### src/rtl/alu_decoder_memory.sv
// rtl/alu_decoder_memory.sv - instruction memory, field decoder, ALU and registered NZCV flags
module alu_decoder_memory #(
  parameter int WORD_SIZE = 8,
  parameter int ADDR_SIZE = 8,
  parameter int INST_SIZE = 16
) (
  input  logic                 clk,
  input  logic                 rst,
  input  logic                 mem_we,
  input  logic [ADDR_SIZE-1:0] mem_addr,
  input  logic [INST_SIZE-1:0] mem_wdata,
  output logic [INST_SIZE-1:0] inst,
  output logic [4:0]           opcode,
  output logic [2:0]           rx,
  output logic [2:0]           ry,
  output logic [7:0]           imm,
  input  logic [WORD_SIZE-1:0] a,
  input  logic [WORD_SIZE-1:0] b,
  input  logic                 exec,
  output logic [WORD_SIZE-1:0] alu_out,
  output logic [3:0]           flags,
  output logic                 reg_we,
  output logic [WORD_SIZE-1:0] reg_wdata,
  output logic                 jump_taken,
  output logic                 illegal
);

  localparam int MSB = WORD_SIZE - 1;

  localparam logic [4:0] OP_ADD   = 5'b00001;
  localparam logic [4:0] OP_ADC   = 5'b00010;
  localparam logic [4:0] OP_SUB   = 5'b00011;
  localparam logic [4:0] OP_AND   = 5'b00100;
  localparam logic [4:0] OP_OR    = 5'b00101;
  localparam logic [4:0] OP_XOR   = 5'b00110;
  localparam logic [4:0] OP_CMP   = 5'b00111;
  localparam logic [4:0] OP_MOV   = 5'b01000;
  localparam logic [4:0] OP_STR   = 5'b10000;
  localparam logic [4:0] OP_LOAD  = 5'b10001;
  localparam logic [4:0] OP_RSTR  = 5'b10010;
  localparam logic [4:0] OP_RLOAD = 5'b10011;
  localparam logic [4:0] OP_JMP   = 5'b10100;
  localparam logic [4:0] OP_JC    = 5'b10101;
  localparam logic [4:0] OP_JZ    = 5'b10110;
  localparam logic [4:0] OP_JN    = 5'b10111;
  localparam logic [4:0] OP_INC   = 5'b11000;
  localparam logic [4:0] OP_DEC   = 5'b11001;
  localparam logic [4:0] OP_SHR   = 5'b11010;
  localparam logic [4:0] OP_SHL   = 5'b11011;
  localparam logic [4:0] OP_SET   = 5'b11111;

  logic [INST_SIZE-1:0] mem [2**ADDR_SIZE];
  logic [WORD_SIZE:0]   wide;
  logic                 c_new;
  logic                 v_new;
  logic                 flag_op;

  // Memory content survives reset; only the write port is blocked while rst is low.
  always_ff @(posedge clk) begin
    if (mem_we && rst) begin
      mem[mem_addr] <= mem_wdata;
    end
  end

  assign inst   = mem[mem_addr];
  assign opcode = inst[15:11];
  assign rx     = inst[10:8];
  assign ry     = inst[7:5];
  assign imm    = inst[7:0];

  always_comb begin
    wide       = '0;
    alu_out    = '0;
    c_new      = 1'b0;
    v_new      = 1'b0;
    flag_op    = 1'b0;
    reg_we     = 1'b0;
    reg_wdata  = '0;
    jump_taken = 1'b0;
    illegal    = 1'b0;
    case (opcode)
      OP_ADD, OP_ADC: begin
        wide    = {1'b0, a} + {1'b0, b} + (WORD_SIZE+1)'((opcode == OP_ADC) & flags[1]);
        alu_out = wide[MSB:0];
        c_new   = wide[WORD_SIZE];
        v_new   = (a[MSB] == b[MSB]) && (alu_out[MSB] != a[MSB]);
        flag_op = 1'b1;
        reg_we  = 1'b1;
      end
      OP_SUB, OP_CMP: begin
        // Bit WORD_SIZE of the zero-extended difference is the borrow.
        wide    = {1'b0, a} - {1'b0, b};
        alu_out = wide[MSB:0];
        c_new   = wide[WORD_SIZE];
        v_new   = (a[MSB] != b[MSB]) && (alu_out[MSB] != a[MSB]);
        flag_op = 1'b1;
        reg_we  = (opcode == OP_SUB);
      end
      OP_AND: begin alu_out = a & b; flag_op = 1'b1; reg_we = 1'b1; end
      OP_OR:  begin alu_out = a | b; flag_op = 1'b1; reg_we = 1'b1; end
      OP_XOR: begin alu_out = a ^ b; flag_op = 1'b1; reg_we = 1'b1; end
      OP_MOV: begin alu_out = b; reg_we = 1'b1; end
      OP_INC: begin
        wide    = {1'b0, a} + (WORD_SIZE+1)'(1);
        alu_out = wide[MSB:0];
        c_new   = wide[WORD_SIZE];
        v_new   = ~a[MSB] & alu_out[MSB];
        flag_op = 1'b1;
        reg_we  = 1'b1;
      end
      OP_DEC: begin
        wide    = {1'b0, a} - (WORD_SIZE+1)'(1);
        alu_out = wide[MSB:0];
        c_new   = wide[WORD_SIZE];
        v_new   = a[MSB] & ~alu_out[MSB];
        flag_op = 1'b1;
        reg_we  = 1'b1;
      end
      OP_SHR: begin alu_out = a >> 1; c_new = a[0];   flag_op = 1'b1; reg_we = 1'b1; end
      OP_SHL: begin alu_out = a << 1; c_new = a[MSB]; flag_op = 1'b1; reg_we = 1'b1; end
      OP_STR, OP_LOAD, OP_RSTR, OP_RLOAD: ;
      OP_JMP: jump_taken = 1'b1;
      OP_JC:  jump_taken = flags[1];
      OP_JZ:  jump_taken = flags[2];
      OP_JN:  jump_taken = flags[3];
      OP_SET: reg_we = 1'b1;
      default: illegal = 1'b1;
    endcase
    reg_wdata = (opcode == OP_SET) ? WORD_SIZE'(imm) : alu_out;
  end

  // flags = {N, Z, C, V}
  always_ff @(posedge clk or negedge rst) begin
    if (!rst) begin
      flags <= 4'b0000;
    end else if (exec && flag_op) begin
      flags <= {alu_out[MSB], (alu_out == '0), c_new, v_new};
    end
  end

endmodule

### config.mk
export PLATFORM = sky130hd
export DESIGN_NAME = alu_decoder_memory
export DESIGN_NICKNAME = d
export VERILOG_FILES = /design/src/rtl/alu_decoder_memory.sv
export SDC_FILE = /design/constraint.sdc
export NUM_CORES = 2
export LEC_CHECK = 0
export BUFFER_PORTS_ARGS = -buffer_cell sky130_fd_sc_hd__buf_2
export CORE_AREA = 2 2 599 601
export CTS_BUF_LIST = sky130_fd_sc_hd__clkbuf_16
export DETAILED_ROUTE_END_ITERATION = 16
export DIE_AREA = 0 0 601 603
export SLEW_MARGIN = 15
export SYNTH_ARGS = -nofsm -noshare
export SYNTH_HDL_FRONTEND = slang
export SYNTH_SLANG_ARGS = --single-unit
### constraint.sdc
create_clock -name clk -period 15.2 [get_ports clk]
set_clock_uncertainty 0.15 [all_clocks]
set_input_delay 1.52 -clock clk [delete_from_list [all_inputs] [get_ports clk]]
set_output_delay 1.52 -clock clk [all_outputs]
set_load 0.005 [all_outputs]
==> flow_summary.yaml <==
detailed_routing:
  antenna_left: 0
  vias: 77276
  wire_per_inst_um: 35.2
  drc: 0
  avgViaCountPerCell: 6.20
  drt-total-wl_mm: 439
  dr.pass1.iters: 6
  drt-initial-drc-count: 10729
logic_synthesis:
  synthTopCellsByArea: "edfxtp_1 77%, mux4_2 17%, mux2i_1 0.80%, nor2_1 0.73%, a22oi_1 0.50%"
  most_frequently_used_cell_type_in_the_post_synthesis_netlist: "edfxtp_1"
  synth-async-reset-ratio_pct: 0.0976
  synthesis.instances: 6875
  edff_count_synth: 4096
  syn-cell-area_um2: 160000
  synthDominantAreaCellType: "edfxtp_1"
  synthesis.nets: 6950
  synth_warnings: 0
  synth.ff_latch_count: 4100
  yosysSeqAreaShare_pct: 77.2
  post_synth_num_cell_types: 85
  yosys.area.top_type_share_pct: 77.1
  synth_common_cells: "4096 x edfxtp_1, 1176 x mux4_2, 309 x nor2_1"
  synth_top_flop_cell: "edfxtp_1"
  synth.avg_cell_area_um2: 23.2
power:
  peakVddDrop_v: 0.000108
  internal-power_mw: 18.6
  share_comb_of_total_power_pct: 5.5
  total_switching_power_mw: 5.15
  p_sw_share_pct: 21.7
  cellPowerDensity_nw_per_um2: 131
  clock_power_share_pct: 42.0
  power.leakage_nw: 56.4
  fraction_of_power_consumed_by_sequential_logic_pct: 52.5
clock_tree:
  cts_buffers: 409
  post_cts_resized: 0
  clk_pin_slew_ns: 0.06
  worstSkewPairLatency_ns: 0.97
  clkSinkCount: 4100
  cts_buffer_depth: 4
  cts_root_buffer: "clkbuf_16"
  htree_levels: 5
  postCtsSetupBuffers: 0
  cts_hold_buf: 0
  tritoncts: "done"
job:
  max-cap-violations: 0
global_routing:
  first_global_vias: 77037
  grt_pass1_wl_mm: 611
  antenna_found_initial: 26
  overall_overflow_remaining_after_global_route: 0
  groute.usage.overall_pct: 24.0
  grt_start_max_net_pins: 146
critical_path:
  crit_fanout: 78
  worstSetupStartpointType: "input port"
  worstReg2RegEnd: "flags[2]"
  critical_path_arrival_ns: 9.18
  worstSetupPathDepth: 25
  crit_buf_inv: 6
  timing.critical_path.to_type: "primary output"
  crit_top_cell: "a21oi_1"
  worstRegToRegCells: 22
  rrSetupSlack_ns: 8.43
  required_ns: 13.53
  criticalPathCategory: "in2out"
  critical-path-top-delay-family: "compound AO/OA/AOI/OAI gates"
  cell_at_the_slowest_stage_of_the_critical_path: "nor2_2"
  setup_crit_start: "mem_addr[0]"
  endpoint: "reg_wdata[6]"
  timing.critical_path.slowest_cell_delay_ns: 0.70
  r2r-start: "mem[233][13]"
cells_and_area:
  final.fill_count: 27575
  drive_above_1_share_pct: 32.9
  layout_stage_area_growth_over_the_synthesis_result_pct: 13.3
  regArea_um2: 123000
  multi_input_gate_area_in_the_final_layout_um2: 34500
  final_nets: 7442
  final_cells: 12470
  post-route-util_pct: 50.8
  finish.instance_area_um2: 181000
outcome:
  status: "completed"
floorplanning:
  core_region_area_um2: 355000
  die_h_um: 603
  floorplan.die.width_um: 601
  starting_density_of_the_core_pct: 44.9
  io-pin-count: 102
  placementRows: 219
  die_area_um2: 362000
timing:
  report.final.setup_viol: 0
  timing.setup.tns_ns: 0
  report.final.hold_viol_count: 0
  rsz0062_at_grt: "false"
  finalCritPeriodShare_pct: 71.4
  relSlewSlack_pct: 14.1
  slew_viol_final: 0
  tightest_slew_ns: 1.29
  shortest_period_the_worst_path_allows_ns: 10.85
  achievable-frequency_mhz: 92.1
placed_design:
  inst_count_dp: 11707
  number_of_buffers_added_on_ports: 101
  placedInstanceArea_um2: 167000
  dp_hpwl_mm: 254
  finalWeightedCongestion: 0.876
hold_path:
  holdCritPathClass: "in2async"
[how the worst min path moves through the flow]
stage,slack [ns],end,cells past startpoint,start
after floorplan,0.32,flags[0],2,flags[0]
after global placement,0.32,flags[0],2,flags[0]
after detailed placement,0.33,flags[0],2,flags[0]
after CTS,0.14,flags[0],1,rst
after global routing,0.18,flags[0],1,rst
final,0.22,flags[0],1,rst
[worst reg2reg max path, delay by kind of cell (launching register included)]
kind                     cells  cell delay, ns
adder cells (fa/ha/maj)      2            0.90
XOR/XNOR                     1            0.17
multiplexers                 1            0.48
AND/OR/NAND/NOR              8            2.43
buffers and inverters        2            0.30
flip-flops                   1            0.40
AO/OA/AOI/OAI                8            1.86
[placed cells by master, fill, tap and decap left out, types with 19 or more instances in the layout]
| cell | netlist | routed |
|---|---|---|
| edfxtp_1 | 4096 | 4096 |
| mux4_2 | 1176 | 1176 |
| clkbuf_16 | 0 | 413 |
| buf_4 | 61 | 374 |
| nor2_2 | 3 | 222 |
| mux2i_1 | 127 | 127 |
| nand2_1 | 128 | 112 |
| inv_1 | 31 | 109 |
| clkinv_1 | 3 | 107 |
| a22oi_1 | 106 | 106 |
| a21oi_1 | 85 | 85 |
| buf_2 | 88 | 80 |
| nor2_1 | 309 | 71 |
| clkinv_2 | 0 | 68 |
| nand3_1 | 45 | 45 |
| bufinv_16 | 0 | 44 |
| ha_1 | 28 | 28 |
| nor2b_1 | 32 | 26 |
| nor3_1 | 22 | 22 |
| nor2_4 | 1 | 20 |
| o21ai_0 | 20 | 20 |
| nand4_1 | 19 | 19 |
| clkinvlp_4 | 0 | 19 |
[power groups by stage]
stage | registers [mW] | clock network [mW] | logic [mW]
final | 12.5 | 9.98 | 1.30
after floorplan | 12.7 | 0 | 0.711
after CTS | 12.5 | 10.1 | 1.30
after global placement | 12.7 | 0 | 1.28
after detailed placement | 12.7 | 0 | 1.30
after global routing | 12.5 | 10.6 | 1.35
[area by class of cell]
class,count,share of cell area (%)
Antenna cell,11,0.0152
Clock buffer,413,5.72
Clock inverter,339,1.60
Inverter,39,0.0900
Multi-Input combinational cell,2331,19.1
Sequential cell,4100,68.1
Tap cell,4751,3.29
Timing Repair Buffer,486,2.06
[flip-flops by register name, summed over array words and instances (netlist names)]
| signal | flops |
|---|---|
| flags | 4 |
| mem | 4096 |
[kinds of logic after synthesis]
group | after synthesis | share of synthesized area, %
flops | 4100 | 77.2
mux | 1317 | 17.5
simple gates | 619 | 1.74
buf+inv | 444 | 1.68
compound gates | 356 | 1.58
fa+ha+maj | 31 | 0.257
xor+xnor | 8 | 0.0557
[per-stage QoR]
step | worst slack [ns] | power (mW) | hold slack (ns)
floorplan | 7.45 | 13.4 | 0.323
global placement | 4.45 | 14.0 | 0.320
detailed placement | 4.46 | 14.0 | 0.327
CTS | 4.42 | 23.9 | 0.144
global route | 3.91 | 24.4 | 0.179
finish | 4.35 | 23.7 | 0.217
[per-layer routing]
layer,track usage (%),vias to the layer above,wire length [um]
met5,0,-,44
met4,7.58,6,15800
met3,5.01,689,42100
met2,37.9,4072,207000
met1,33.7,42095,174000
li1,-,30414,-
Note: power is estimated with default switching activity, not from simulation.
